==> src/rtl/mem_access_ctrl_pkg.sv <==
// ============================================================================
// Module      : mem_access_ctrl_pkg
// Description : Shared memory op codes, FSM encodings and bus constants.
// Revision    : 1.0 - initial release
// ============================================================================
`default_nettype none

package mem_access_ctrl_pkg;

    localparam int unsigned c_REG_BUS      = 32;
    localparam int unsigned c_REG_ADDR_BUS = 5;
    localparam logic [31:0] c_ZERO_WORD    = 32'h0000_0000;
    localparam logic        c_RST_ENABLE   = 1'b1;

    localparam logic [3:0] c_OP_NONE = 4'd0;
    localparam logic [3:0] c_OP_LB   = 4'd1;
    localparam logic [3:0] c_OP_LBU  = 4'd2;
    localparam logic [3:0] c_OP_LH   = 4'd3;
    localparam logic [3:0] c_OP_LHU  = 4'd4;
    localparam logic [3:0] c_OP_LW   = 4'd5;
    localparam logic [3:0] c_OP_SB   = 4'd6;
    localparam logic [3:0] c_OP_SH   = 4'd7;
    localparam logic [3:0] c_OP_SW   = 4'd8;

    typedef enum logic [1:0] {
        ST_IDLE = 2'b00,
        ST_BUSY = 2'b01,
        ST_DONE = 2'b10
    } state_t;

endpackage

`default_nettype wire

==> src/rtl/mem_lane_align.sv <==
// ============================================================================
// Module      : mem_lane_align
// Description : Byte enables, store lane replication and load extension.
// Revision    : 1.0 - initial release
// ============================================================================
`default_nettype none

module mem_lane_align
    import mem_access_ctrl_pkg::*;
#(
    parameter int DATA_W = 32
) (
    input  logic [3:0]        op,
    input  logic [1:0]        addr_lo,
    input  logic [DATA_W-1:0] store_data,
    input  logic [DATA_W-1:0] rdata,
    output logic              is_mem,
    output logic              is_store,
    output logic              misaligned,
    output logic [3:0]        be,
    output logic [DATA_W-1:0] store_lanes,
    output logic [DATA_W-1:0] load_ext
);

    logic [7:0]  w_byte;
    logic [15:0] w_half;
    logic [3:0]  w_be_byte;
    logic [3:0]  w_be_half;

    assign w_byte    = rdata[{addr_lo, 3'b000} +: 8];
    assign w_half    = rdata[{addr_lo[1], 4'b0000} +: 16];
    assign w_be_byte = 4'b0001 << addr_lo;
    assign w_be_half = addr_lo[1] ? 4'b1100 : 4'b0011;

    always_comb begin
        is_mem      = 1'b0;
        is_store    = 1'b0;
        misaligned  = 1'b0;
        be          = 4'b0000;
        store_lanes = '0;
        load_ext    = '0;
        case (op)
            c_OP_LB: begin
                is_mem   = 1'b1;
                be       = w_be_byte;
                load_ext = {{(DATA_W-8){w_byte[7]}}, w_byte};
            end
            c_OP_LBU: begin
                is_mem   = 1'b1;
                be       = w_be_byte;
                load_ext = {{(DATA_W-8){1'b0}}, w_byte};
            end
            c_OP_LH: begin
                is_mem     = 1'b1;
                misaligned = addr_lo[0];
                be         = w_be_half;
                load_ext   = {{(DATA_W-16){w_half[15]}}, w_half};
            end
            c_OP_LHU: begin
                is_mem     = 1'b1;
                misaligned = addr_lo[0];
                be         = w_be_half;
                load_ext   = {{(DATA_W-16){1'b0}}, w_half};
            end
            c_OP_LW: begin
                is_mem     = 1'b1;
                misaligned = |addr_lo;
                be         = 4'b1111;
                load_ext   = rdata;
            end
            // Stores replicate into every lane so the bus only needs the enables
            c_OP_SB: begin
                is_mem      = 1'b1;
                is_store    = 1'b1;
                be          = w_be_byte;
                store_lanes = {(DATA_W/8){store_data[7:0]}};
            end
            c_OP_SH: begin
                is_mem      = 1'b1;
                is_store    = 1'b1;
                misaligned  = addr_lo[0];
                be          = w_be_half;
                store_lanes = {(DATA_W/16){store_data[15:0]}};
            end
            c_OP_SW: begin
                is_mem      = 1'b1;
                is_store    = 1'b1;
                misaligned  = |addr_lo;
                be          = 4'b1111;
                store_lanes = store_data;
            end
            default: ;
        endcase
    end

endmodule

`default_nettype wire

==> src/rtl/mem_access_ctrl.sv <==
// ============================================================================
// Module      : mem_access_ctrl
// Description : MEM-stage load/store sequencer onto a req/ack data bus.
// Revision    : 1.0 - initial release
// ============================================================================
`default_nettype none

module mem_access_ctrl
    import mem_access_ctrl_pkg::*;
#(
    parameter int DATA_W = 32,
    parameter int REG_AW = 5
) (
    input  logic              clk,
    input  logic              rst,
    input  logic [3:0]        mem_op_i,
    input  logic [DATA_W-1:0] mem_addr_i,
    input  logic [DATA_W-1:0] mem_wdata_i,
    input  logic [REG_AW-1:0] waddr_i,
    input  logic [DATA_W-1:0] wdata_i,
    input  logic              we_i,
    output logic [REG_AW-1:0] waddr_o,
    output logic [DATA_W-1:0] wdata_o,
    output logic              we_o,
    output logic              stallreq_o,
    output logic              exc_align_o,
    output logic              dbus_req_o,
    output logic              dbus_we_o,
    output logic [3:0]        dbus_be_o,
    output logic [DATA_W-1:0] dbus_addr_o,
    output logic [DATA_W-1:0] dbus_wdata_o,
    input  logic              dbus_ack_i,
    input  logic [DATA_W-1:0] dbus_rdata_i
);

    state_t            r_state;
    state_t            w_state_nxt;
    logic [DATA_W-1:0] r_load_data;

    logic              w_is_mem;
    logic              w_is_store;
    logic              w_misaligned;
    logic [3:0]        w_be;
    logic [DATA_W-1:0] w_store_lanes;
    logic [DATA_W-1:0] w_load_ext;

    mem_lane_align #(
        .DATA_W (DATA_W)
    ) u_lane_align (
        .op          (mem_op_i),
        .addr_lo     (mem_addr_i[1:0]),
        .store_data  (mem_wdata_i),
        .rdata       (dbus_rdata_i),
        .is_mem      (w_is_mem),
        .is_store    (w_is_store),
        .misaligned  (w_misaligned),
        .be          (w_be),
        .store_lanes (w_store_lanes),
        .load_ext    (w_load_ext)
    );

    always_ff @(posedge clk) begin
        if (rst) begin
            r_state     <= ST_IDLE;
            r_load_data <= '0;
        end else begin
            r_state <= w_state_nxt;
            if (r_state == ST_BUSY && dbus_ack_i) begin
                r_load_data <= w_load_ext;
            end
        end
    end

    // The stall keeps the EX/MEM inputs stable, so bus fields are derived live
    always_comb begin
        w_state_nxt  = r_state;
        waddr_o      = '0;
        wdata_o      = '0;
        we_o         = 1'b0;
        stallreq_o   = 1'b0;
        exc_align_o  = 1'b0;
        dbus_req_o   = 1'b0;
        dbus_we_o    = 1'b0;
        dbus_be_o    = 4'b0000;
        dbus_addr_o  = '0;
        dbus_wdata_o = '0;
        if (!rst) begin
            case (r_state)
                ST_IDLE: begin
                    if (!w_is_mem) begin
                        waddr_o = waddr_i;
                        wdata_o = wdata_i;
                        we_o    = we_i;
                    end else if (w_misaligned) begin
                        exc_align_o = 1'b1;
                    end else begin
                        stallreq_o  = 1'b1;
                        w_state_nxt = ST_BUSY;
                    end
                end
                ST_BUSY: begin
                    stallreq_o   = 1'b1;
                    dbus_req_o   = 1'b1;
                    dbus_we_o    = w_is_store;
                    dbus_be_o    = w_be;
                    dbus_addr_o  = {mem_addr_i[DATA_W-1:2], 2'b00};
                    dbus_wdata_o = w_store_lanes;
                    if (dbus_ack_i) begin
                        w_state_nxt = ST_DONE;
                    end
                end
                ST_DONE: begin
                    if (!w_is_store) begin
                        waddr_o = waddr_i;
                        wdata_o = r_load_data;
                        we_o    = we_i;
                    end
                    w_state_nxt = ST_IDLE;
                end
                default: w_state_nxt = ST_IDLE;
            endcase
        end
    end

endmodule

`default_nettype wire

==> config.mk <==
export PLATFORM = sky130hd
export DESIGN_NAME = mem_access_ctrl
export DESIGN_NICKNAME = d
export VERILOG_FILES = /design/src/rtl/mem_access_ctrl_pkg.sv /design/src/rtl/mem_lane_align.sv /design/src/rtl/mem_access_ctrl.sv
export SDC_FILE = /design/constraint.sdc
export NUM_CORES = 1
export LEC_CHECK = 0
export CAP_MARGIN = 20
export CORE_AREA = 2 2 98 100
export CTS_BUF_LIST = sky130_fd_sc_hd__clkbuf_2
export DETAILED_ROUTE_END_ITERATION = 10
export DIE_AREA = 0 0 100 102
export GPL_TIMING_DRIVEN = 0
export PLACE_DENSITY = 0.88
export SYNTH_ARGS = -nofsm -noshare
export SYNTH_HDL_FRONTEND = slang
export SYNTH_SLANG_ARGS = --single-unit
==> constraint.sdc <==
create_clock -name clk -period 4 [get_ports clk]
set_clock_uncertainty 0.1 [all_clocks]
set_input_delay 0.6 -clock clk [delete_from_list [all_inputs] [get_ports clk]]
set_output_delay 0.6 -clock clk [all_outputs]
set_load 0.02 [all_outputs]
## Yosys cells after proc, flatten, opt, wreduce, memory -nomap -nowiden

Cells that the tools add are included.

| storage, ports and cells | value |
|---|---|
| flip-flop bits (word level) | 34 |
| bits in latches | 0 |
| bits in writable memories | 0 |
| bits in read-only memories | 0 |
| input bits | 141 |
| output and inout port bits | 110 |
| logic and storage cells | 68 |
| memories kept | 0 |

| cells by class | value |
|---|---|
| $add $sub $neg | 0 |
| $mul | 0 |
| div/mod/pow operators | 0 |
| $lt $le $gt $ge | 0 |
| equality and inequality tests | 13 |
| shift operators | 3 |
| multiplexer cells | 41 |
| bitwise operators | 0 |
| reduce and logical (&&, ||, !) cells | 9 |

Operator list:

| operator | number |
|---|---|
| $mux W32 | 7 |
| $pmux W32 S5 | 1 |
| $pmux W32 S3 | 1 |
| $pmux W32 S2 | 1 |
| $shiftx A32 B6 Y16 | 1 |
| $shiftx A32 B6 Y8 | 1 |
| $eq A4 B3 Y1 const B | 4 |
| $mux W1 | 16 |
| $mux W5 | 3 |
| $mux W4 | 3 |
| $pmux W4 S3 | 1 |
| $pmux W5 S2 | 1 |
| $reduce_or A3 Y1 | 3 |
| $eq A4 B2 Y1 const B | 2 |
| $reduce_or A8 Y1 | 1 |
| $mux W2 | 3 |
| $ne A2 B2 Y1 const B | 3 |
| $pmux W1 S2 | 3 |
| $eq A4 B1 Y1 const B | 1 |
| $eq A4 B4 Y1 const B | 1 |
| $pmux W2 S2 | 1 |
| $reduce_or A2 Y1 | 2 |
| $shl A1 B2 Y4 const A | 1 |
| $reduce_and A3 Y1 | 1 |
| other kinds (4) | 4 |

## Longest topological paths before layout

Gate-level depths: netlist (run 1).

| depth | value |
|---|---|
| depth after elaboration | 7 |
| depth in mapped cells | 8 |

## Hierarchy

Synthesis (run 1) repeated with hierarchy kept, for this count alone.

| second synthesis, totals | value |
|---|---|
| cells, all modules | 529 |
| area, all modules | 4347.9 um^2 |

By module, submodules not included:

| module | instances | cells each | area an instance (um^2) | seq. area each (um^2) |
|---|---|---|---|---|
| mem_access_ctrl | 1 | 356 | 3037.9 | 680.7 |
| mem_lane_align | 1 | 173 | 1310.0 | 0.0 |

## Least setup slack after synthesis (run 1)

OpenSTA, ideal clock, no wires.

| path | value |
|---|---|
| path type | input to output |
| start point | input mem_op_i[1] |
| end point | output dbus_wdata_o[28] |
| arrival time | 1976 ps |
| slack | 1324 ps |
| stages on the path | 5 |
| cell sequence | buf_4 nor4b_4 clkbuf_1 a222oi_1 nor2_1 |

| on the way | value |
|---|---|
| longest elaborated chain between the ends | 4 |
| elaborated cells on any way between the ends | 6 |
| classes of those cells | eq/ne: 3; mux: 3 |

Ends and longest elaborated chain:

| element | line | source |
|---|---|---|
| start, declared | mem_access_ctrl.sv:16 | `input logic [3:0] mem_op_i,` |
| $eq A4 B4 Y1 / $eq A4 B3 Y1 (equally long branches) | mem_lane_align.sv:42 | `case (op)` |
| $pmux W32 S3 * | mem_lane_align.sv:42 |  |
| $mux W32 * | mem_access_ctrl.sv:88 | `case (r_state)` |
| $mux W32 * | mem_access_ctrl.sv:87 | `if (!rst) begin` |
| end, declared | mem_access_ctrl.sv:31 | `output logic [DATA_W-1:0] dbus_wdata_o,` |

Every way passes the cells marked *; elsewhere a longest branch is shown, timed or not.

## Worst setup path after layout (run 1)

| path | value |
|---|---|
| start point | input mem_op_i[2] |
| end point | output dbus_wdata_o[10] |

Same word-level chain as after synthesis.

==> out/results.tsv, run 1 <==
metric	value	unit
status	finished, final reports clean	
cell area after synthesis	3122	µm²
Final Hold Fails	0	
kind of critical path	primary input to output pin	
gr usage total	27.97	%
Simple-Gate Fraction of Synth Area	28.66	%
Site Rows	35	
Rel. slew slack	51.55	%
P_leak	2.340	nW
main combinational cell family by area after synthesis	compound AO/OA/AOI/OAI gates	
register area share after synthesis	21.80	%
I/O pin cnt	251	
Final nets	825	
syn_area_per_cell	7.294	µm²
Root Buffer	clkbuf_2	
Required @ worst endpoint	3300	ps
Initial Util	34.27	%
drt total wl	14970	µm
adder-cell share of the synthesized area	0	%
critical path cell sequence	clkdlybuf4s50_1 -> buf_2 -> nor4b_4 -> buf_4 -> or2_2 -> buf_2 -> a22oi_1 -> nor2_1 -> clkdlybuf4s50_1	
clock sink total	34	
CTS tree	done	
Yosys cell types	51	
final setup margin	100.1	ps
Slowest-stage cell, CP	clkdlybuf4s50_1	
Synth Instances	428	
element type at the critical path end	output pin	
first-pass GRT wire length	22600	µm
worst vdd ir	0.1069	mV
Slowest Stage Delay on Critical Path	620	ps
commonest cells after routing, fill and taps aside	clkdlybuf4s50_1 (233), nor2_1 (72), a22oi_1 (49)	
DIE AREA	10200	µm²
Vert. Die Dim	102	µm
Placed Instance Area	5717	µm²
multiplexer share of the synthesized area	6.733	%
Placeable Area	9109	µm²
post-route ant nets	0	
worst-margin pin slew	721.1	ps
most common cell after layout, fill and taps aside	clkdlybuf4s50_1	
max frequency	0.2564	GHz
Inst Count DP	785	
Compound-Gate Fraction of Synth Area	34.39	%
Worst-Skew Late Latency	390	ps
Max Root-Sink Buffers	2	
Post-Layout Cell Count	796	
warnings from Yosys	0	
Worst setup SP type	primary input	
Final Setup Violations	0	
post-route clock period utilization	97.50	%
initial antenna violation count	0	
via/cell ratio	5.593	
Synth Area in XOR/XNOR	0.2806	%
Worst Path Arrival	3200	ps
Pins Over Slew Limit	0	
GR Overflow Total	0	
HPWL Detailed	12190	µm
DR vias	4452	
Synth Register Bits	34	
Avg WL per Cell	18.80	µm
max-cap viol count	0	
Layout area overhead	86.73	%
Die X	100	µm
H-Tree Depth	2	
DRT Pass-1 Iters	5	
GP Congestion	0.9407	
ant diodes	0	
largest net degree at the start of global routing	12	
Worst-path clk slew	190	ps
pre-CTS setup slack	-297.3	ps
fraction of layout cells with a size suffix above 1	8.029	%
Power Density	175.0	nW/µm²
Port Buffers	245	
Worst Hold Class	register to register	
Starting DRT DRC Count	246	
post-layout instance area	5829	µm²
DRC errors left	0	
number of global-route vias before repair	4519	
TritonCTS buffer count	5	
Tmin final	3900	ps
Post-CTS Hold Buffers	0	
Worst Path Max Fanout	10	
==> metrics by stage <==
step	power, mW	setup TNS (ps)	hold slack, ps	util [%]
floorplan	0.5835	0	325.9	-
global placement	0.8466	-6994	339.3	62.76
detailed placement	0.8556	-8057	347.5	62.76
CTS	1.014	0	368.8	63.57
global route	1.072	-14.32	391.9	64.00
finish	1.020	0	373.6	64.00
==> sequential cells by signal, indices dropped and copies added, names as in the netlist <==
signal       count
r_load_data     32
r_state          2
==> power breakdown <==
group | internal [mW] | switching (mW)
combinational | 0.267 | 0.242
sequential | 0.344 | 0.00320
clock | 0.0398 | 0.124
==> critical path: cells and delay by family <==
| family | cells | cell delay (ps) |
|---|---|---|
| AO/OA/AOI/OAI | 1 | 100 |
| AND/OR/NAND/NOR | 3 | 710 |
| buffers and inverters | 5 | 1790 |
==> final cells by class <==
cell class | instances | area [µm²]
fill | 797 | 3279
timing repair buffer | 248 | 2505
multi-input combinational | 344 | 2212
sequential | 34 | 680.7
buffer | 45 | 229.0
tap | 111 | 138.9
clock buffer | 5 | 25.02
inverter | 6 | 22.52
clock inverter | 3 | 16.27
==> cells in the mapped netlist, drive strengths merged <==
master   instances  area share [%]
nor2            74             9.0
a22oi           49              12
dfxtp           34              22
and3            32             6.4
a21oi           30             4.8
nand2           27             3.2
o21ai           25             4.1
buf             23             4.6
clkbuf          22             2.6
and2            14             2.8
nor2b            9             1.8
a222oi           8             2.6
a31oi            8             1.6
mux4             8             5.8
o22ai            8             1.6
a22o             7             2.0
a221o            6             2.0
inv              6            0.72
nor3             5            0.96
a211oi           4             1.4
nand2b           4            0.80
mux2i            3            0.96
a221oi           2            0.56
nor4b            2             1.2
or2              2            0.40
a21boi           1            0.36
a311oi           1            0.28
and3b            1            0.28
and4             1            0.28
conb             1            0.12
nand3b           1            0.24
nand4b           1            0.28
nor3b            1            0.24
nor4bb           1            0.32
o21a             1            0.24
o21ba            1            0.32
o21bai           1            0.24
o2bb2ai          1            0.28
o32ai            1            0.28
or3b             1            0.36
xnor2            1            0.28
==> repair_timing <==
action / in CTS / in global routing
setup buffers: 3 / 0
pin swaps: 2 / 1
resized for setup: 2 / 14
setup endpoints to repair: 42 / 61
==> final timing paths <==
| check | start | endpoint | slack [ps] | cells past startpoint |
|---|---|---|---|---|
| max | mem_op_i[2] | dbus_wdata_o[10] | 100 | 9 |
| min | r_load_data[27] | r_load_data[27] | 370 | 2 |
| max reg2reg | r_state[0] | r_load_data[4] | 1680 | 6 |
| min reg2reg | r_load_data[27] | r_load_data[27] | 370 | 2 |
==> cells by family after synthesis <==
| logic type | Yosys count |
|---|---|
| AND/OR/NAND/NOR | 176 |
| AO/OA/AOI/OAI | 154 |
| buffers and inverters | 51 |
| flip-flops | 34 |
| multiplexers | 11 |
| XOR/XNOR | 1 |
| other | 1 |
==> layer usage <==
metal	part of all wire (%)	routed length, µm	up-vias	global-route usage, %
li1	-	-	2111	-
met1	36	5458	2051	30.67
met2	51	7639	262	52.08
met3	10	1527	28	8.687
met4	2.3	342	0	8.114
met5	0	0	-	0
Power figures use the tool's default switching activity.
==> inputs of run 2 (changes only) <==
ABC_AREA = 1   (was unset)
CORE_AREA = 3 3 73 144   (was 2 2 98 100)
CTS_CLUSTER_DIAMETER = 80   (was unset)
DIE_AREA = 0 0 76 147   (was 0 0 100 102)
PLACE_DENSITY = 0.92   (was 0.88)
==> run 2 against run 1 <==
Compared with the run above: sequential power about the same; cell count increased by 46%; maximum frequency grew 2.7%; combinational power grew 6.3%; non-clock buffer count down 3; area after synthesis up 21%; power rose by 16%; critical path depth rose by 2; core utilization grew 4.8 points; critical path type unchanged; largest cell class unchanged; highest routed layer unchanged.
==> out/results.tsv, run 2 <==
metric	value	unit	change
I/O pin cnt	251		unchanged
Worst Hold Class	register to register		unchanged
Post-synth top cells	nand2_1 (352), nor2_1 (108), inv_1 (85)		was nor2_1 (73), a22oi_1 (49), dfxtp_1 (34)
Worst Path Arrival	3100	ps	was 3200 ps
Worst-Skew Late Latency	380	ps	was 390 ps
Root Buffer	clkbuf_2		unchanged
via/cell ratio	4.845		was 5.593
top cells by area, synth	nand2_1 (35%), dfxtp_1 (18%), a21oi_1 (11%)		was dfxtp_1 (22%), a22oi_1 (12%), nor2_1 (8.8%)
Port Buffers	246		was 245
GP Congestion	1.035		was 0.9407
DIE AREA	11170	µm²	was 10200 µm²
multiplexer share of the synthesized area	0	%	was 6.733%
Final Setup Violations	0		unchanged
Compound-Gate Fraction of Synth Area	16.79	%	was 34.39%
kind of critical path	primary input to output pin		unchanged
commonest cells after routing, fill and taps aside	nand2_1 (352), clkdlybuf4s50_1 (246), nor2_1 (108)		was clkdlybuf4s50_1 (233), nor2_1 (72), a22oi_1 (49)
Avg WL per Cell	13.84	µm	was 18.80 µm
Yosys cell types	26		was 51
Top Usage Layer GRT	met2		unchanged
fraction of layout cells with a size suffix above 1	3.585	%	was 8.029%
most common cell in the synthesized netlist	nand2_1		was nor2_1
drt total wl	16100	µm	was 14970 µm
Vert. Die Dim	147	µm	was 102 µm
largest registers	r_load_data: 32 flops, r_state: 2 flops		unchanged
Max Root-Sink Buffers	2		unchanged
DR vias	5635		was 4452
post-synth top area share	35.04	%	was 21.80%
Final Hold Fails	0		unchanged
Starting DRT DRC Count	394		was 246
worst vdd ir	0.1273	mV	was 0.1069 mV
Power Density	182.4	nW/µm²	was 175.0 nW/µm²
setup_tns	0	ps	unchanged
routing usage on met3	3.558	%	was 8.687%
TritonCTS buffer count	5		unchanged
clock sink total	34		unchanged
DRT Pass-1 Iters	5		unchanged
Pins Over Slew Limit	0		unchanged
Setup Fix Bufs, Post-CTS	0		was 3
warnings from Yosys	0		unchanged
Tmin final	3799	ps	was 3900 ps
Worst setup SP type	primary input		unchanged
register area share after synthesis	18.05	%	was 21.80%
max frequency	0.2632	GHz	was 0.2564 GHz
Placeable Area	9447	µm²	was 9109 µm²
max-cap viol count	0		unchanged
Final nets	1172		was 825
Site Rows	50		was 35
Required @ worst endpoint	3300	ps	about the same
status	finished, final reports clean		unchanged
Worst-path clk slew	170	ps	was 190 ps
max reg flops	32		unchanged
gr usage total	27.62	%	was 27.97%
Layout area overhead	72.26	%	was 86.73%
RSZ-0062 raised after global routing	false		
number of global-route vias before repair	5276		was 4519
total power	1.185	mW	was 1.020 mW
Rel. slew slack	60.16	%	was 51.55%
GR Overflow Total	0		unchanged
adder-cell share of the synthesized area	0	%	unchanged
Post-CTS Hold Buffers	0		unchanged
initial antenna violation count	1		was 0
number of enable flip-flop cells after synthesis	0		unchanged
PostCTS Resize Cnt	0		was 2
leading area contributor after synthesis	nand2_1		was dfxtp_1
HPWL Detailed	13530	µm	was 12190 µm
element type at the critical path end	output pin		unchanged
most common cell after layout, fill and taps aside	nand2_1		was clkdlybuf4s50_1
H-Tree Depth	2		unchanged
Post-synth ARST share	0	%	unchanged
Worst Path Max Fanout	10		unchanged
Initial Util	39.92	%	was 34.27%
cell area after synthesis	3771	µm²	was 3122 µm²
P_leak	2.991	nW	was 2.340 nW
Synth Flop Type	dfxtp_1		unchanged
CTS tree	done		unchanged
met1 track demand over resource	30.91	%	was 30.67%
Synth Area in XOR/XNOR	0	%	was 0.2806%
Reg with most FFs	r_load_data		unchanged
first-pass GRT wire length	25520	µm	was 22600 µm
post-route ant nets	0		unchanged
Die X	76	µm	was 100 µm
largest net degree at the start of global routing	13		was 12
Synth Instances	777		was 428
main combinational cell family by area after synthesis	simple AND/OR/NAND/NOR gates		was compound AO/OA/AOI/OAI gates
DRC errors left	0		unchanged
Simple-Gate Fraction of Synth Area	50.36	%	was 28.66%
syn_area_per_cell	4.853	µm²	was 7.294 µm²
post-route clock period utilization	94.98	%	was 97.50%
met2 Track Usage GR	51.02	%	was 52.08%
Synth Register Bits	34		unchanged
worst-margin pin slew	595.4	ps	was 721.1 ps
run 2: cell types whose count changed after synthesis, moves of 9 or more:
cell,change
and2_1,-14
a22oi_1,-49
nor2_1,+35
nand2_1,+325
inv_1,+79
nand3_1,+17
and3_1,-32
nor2b_1,-9
a21oi_1,+52
run 2: critical path, cell delays in order:
cell and delay (ps):
clkdlybuf4s50_1 570, inv_2 70, nand2_1 140, nor2_4 80, inv_1 60, nand2_1 110, nor3_4 300, buf_4 250
nand2_1 130, a21oi_1 170, clkdlybuf4s50_1 620
run 2: worst paths after layout:
path                                 startpoint         endpoint  slack, ps  cells past startpoint
worst max-delay path                mem_op_i[3]       wdata_o[7]        200                     11
worst min-delay path            r_load_data[23]  r_load_data[23]        380                      2
worst max register to register       r_state[0]  r_load_data[22]       2050                      6
worst min register to register  r_load_data[23]  r_load_data[23]        380                      2
run 2: layout make-up:
class,instances,area [µm²]
antenna,1,2.502
buffer,44,216.5
clock buffer,5,25.02
clock inverter,3,68.82
fill,863,2950
inverter,90,337.8
multi-input combinational,610,2540
sequential,34,680.7
tap,130,162.7
timing repair buffer,246,2462
run 2: cells by family (layout without fill, tap and decap cells):
group | count (synthesis) | count (layout)
DFF | 34 | 34
other | 1 | 3
buffers and inverters | 134 | 388
and+or+nand+nor | 488 | 488
AOI/OAI and AO/OA | 120 | 120
run 2: where the power goes:
part	internal [mW]	switching [mW]
Clock	0.169	0.125
Combinational	0.259	0.282
Sequential	0.345	0.00445
Total	0.774	0.411
run 2: through the flow:
stage	worst slack (ps)	utilization [%]	cell area, µm²	std cells	hold slack, ps
global route	23.26	68.77	6496	1163	390.8
CTS	200.5	68.74	6494	1162	378.0
detailed placement	215.4	67.75	6400	1154	355.6
finish	200.9	68.77	6496	1163	377.0
floorplan	1330	-	3775	778	345.4
global placement	214.5	67.75	6400	1154	353.2
run 2: routing by layer:
| metal | up-vias | wire length (µm) |
|---|---|---|
| met4 | 0 | 670 |
| met3 | 45 | 905 |
| li1 | 2875 | - |
| met2 | 248 | 8367 |
| met5 | - | 0 |
| met1 | 2467 | 6154 |
==> inputs of run 3 (changes only) <==
CORE_AREA = 3 3 76 149   (was 3 3 73 144)
DIE_AREA = 0 0 79 152   (was 0 0 76 147)
PLACE_DENSITY = 0.86   (was 0.92)
SKIP_CTS_REPAIR_TIMING = 1   (was unset)
==> run 3 against run 2 <==
Compared with the run above: worst setup slack better by 3.1 ps; register-to-register slack worse by 40 ps; global-route usage down 0.94 points; via count about the same; critical path depth unchanged; sequential power about the same; cell area down 0.73%; power down 12%; flip-flop and latch count unchanged.
==> out/results.tsv, run 3 (synthesized netlist as in run 2, its figures left out) <==
metric	value	unit	change
Site Rows	52		was 50
Rel. slew slack	60.15	%	was 60.16%
Vert. Die Dim	152	µm	was 147 µm
CTS tree	done		unchanged
TritonCTS buffer count	5		unchanged
Multi-input gate area	2545	µm²	was 2540 µm²
element type at the critical path end	output pin		unchanged
Required @ worst endpoint	3300	ps	about the same
gr usage total	26.68	%	was 27.62%
P_leak	2.964	nW	was 2.991 nW
Pins Over Slew Limit	0		unchanged
H-Tree Depth	2		unchanged
max-cap viol count	0		unchanged
most common cell after layout, fill and taps aside	nand2_1		unchanged
Reg area	680.7	µm²	unchanged
DRC errors left	0		unchanged
Layout area overhead	71.00	%	was 72.26%
Final Setup Violations	0		unchanged
Worst-Skew Late Latency	380	ps	about the same
Placeable Area	10280	µm²	was 9447 µm²
number of global-route vias before repair	5280		was 5276
Root Buffer	clkbuf_2		unchanged
worst-margin pin slew	595.6	ps	was 595.4 ps
Final nets	1172		unchanged
commonest cells after routing, fill and taps aside	nand2_1 (352), clkdlybuf4s50_1 (246), nor2_1 (108)		unchanged
DIE AREA	12010	µm²	was 11170 µm²
fraction of layout cells with a size suffix above 1	3.492	%	was 3.585%
via/cell ratio	4.828		was 4.845
Worst Path Max Fanout	10		unchanged
Avg WL per Cell	13.92	µm	was 13.84 µm
first-pass GRT wire length	26160	µm	was 25520 µm
post-route clock period utilization	94.90	%	was 94.98%
Starting DRT DRC Count	428		was 394
Final Hold Fails	0		unchanged
total power	1.045	mW	was 1.185 mW
Worst-path clk slew	150	ps	was 170 ps
critical path cell sequence	clkdlybuf4s50_1 -> inv_2 -> nand2_1 -> nor2_4 -> inv_1 -> nand2_1 -> nor3_4 -> buf_4 -> nand2_1 -> a21oi_1 -> clkdlybuf4s50_1		unchanged
clock sink total	34		unchanged
largest net degree at the start of global routing	11		was 13
HPWL Detailed	13770	µm	was 13530 µm
initial antenna violation count	0		was 1
Slowest Stage Delay on Critical Path	650	ps	was 620 ps
DR vias	5630		was 5635
kind of critical path	primary input to output pin		unchanged
Worst setup SP type	primary input		unchanged
GP Congestion	0.9444		was 1.035
I/O pin cnt	251		unchanged
setup_tns	0	ps	unchanged
worst vdd ir	0.09687	mV	was 0.1273 mV
max reg flops	32		unchanged
Max Root-Sink Buffers	2		unchanged
Worst Hold Class	register to register		unchanged
Worst Path Arrival	3100	ps	about the same
RSZ-0062 raised after global routing	false		unchanged
Die X	79	µm	was 76 µm
largest registers	r_load_data: 32 flops, r_state: 2 flops		unchanged
Initial Util	36.68	%	was 39.92%
Filler Cells Inserted	1052		was 863
GR Overflow Total	0		unchanged
Reg with most FFs	r_load_data		unchanged
ant diodes	0		was 1
Port Buffers	246		unchanged
Tmin final	3796	ps	was 3799 ps
max frequency	0.2634	GHz	was 0.2632 GHz
post-route ant nets	0		unchanged
Hold WS	376.9	ps	was 377.0 ps
drt total wl	16230	µm	was 16100 µm
CP most frequent cell	nand2_1		unchanged
Slowest-stage cell, CP	clkdlybuf4s50_1		unchanged
status	finished, final reports clean		unchanged
Power Density	162.0	nW/µm²	was 182.4 nW/µm²
DRT Pass-1 Iters	5		unchanged
run 3: worst max-delay path: cells and delay by family:
family,cells,cell delay [ps]
AOI/OAI and AO/OA,1,200
buffers and inverters,5,1590
and+or+nand+nor,5,690
run 3: worst paths after layout:
check,from,endpoint,slack [ps],cells after the start
worst max-delay path,mem_op_i[3],wdata_o[8],200,11
worst max register to register,r_state[0],r_load_data[23],2010,6
worst min register to register,r_load_data[8],r_load_data[8],380,2
worst min-delay path,r_load_data[8],r_load_data[8],380,2
run 3: layout make-up:
class / instances / share of cell area (%)
timing repair buffer: 246 / 38.18
multi-input combinational: 610 / 39.46
clock inverter: 1 / 0.1164
buffer: 44 / 3.357
inverter: 90 / 5.239
sequential: 34 / 10.55
clock buffer: 6 / 0.4657
tap: 135 / 2.619
run 3: routing by layer:
metal,wire (µm),global-route usage (%),vias up
met1,6257,31.56,2474
met5,0,0,-
met4,507,7.705,0
met3,948,3.318,45
met2,8513,48.95,234
li1,-,-,2877
run 3: power by group:
part           total, mW  switching, mW  internal [mW]
sequential         0.350        0.00469          0.345
clock              0.152          0.109         0.0424
combinational      0.543          0.284          0.260
run 3: metrics by stage:
| stage | util (%) | area (µm²) | worst slack [ps] | cells |
|---|---|---|---|---|
| 4_1_cts | 62.68 | 6444 | 167.6 | 1166 |
| 5_1_grt | 62.73 | 6449 | 5.794 | 1166 |
| 3_3_place_gp | 62.32 | 6406 | 200.6 | 1159 |
| 2_1_floorplan | - | 3775 | 1330 | 778 |
| 3_5_place_dp | 62.32 | 6406 | 176.7 | 1159 |
| 6_report | 62.73 | 6449 | 204.0 | 1166 |
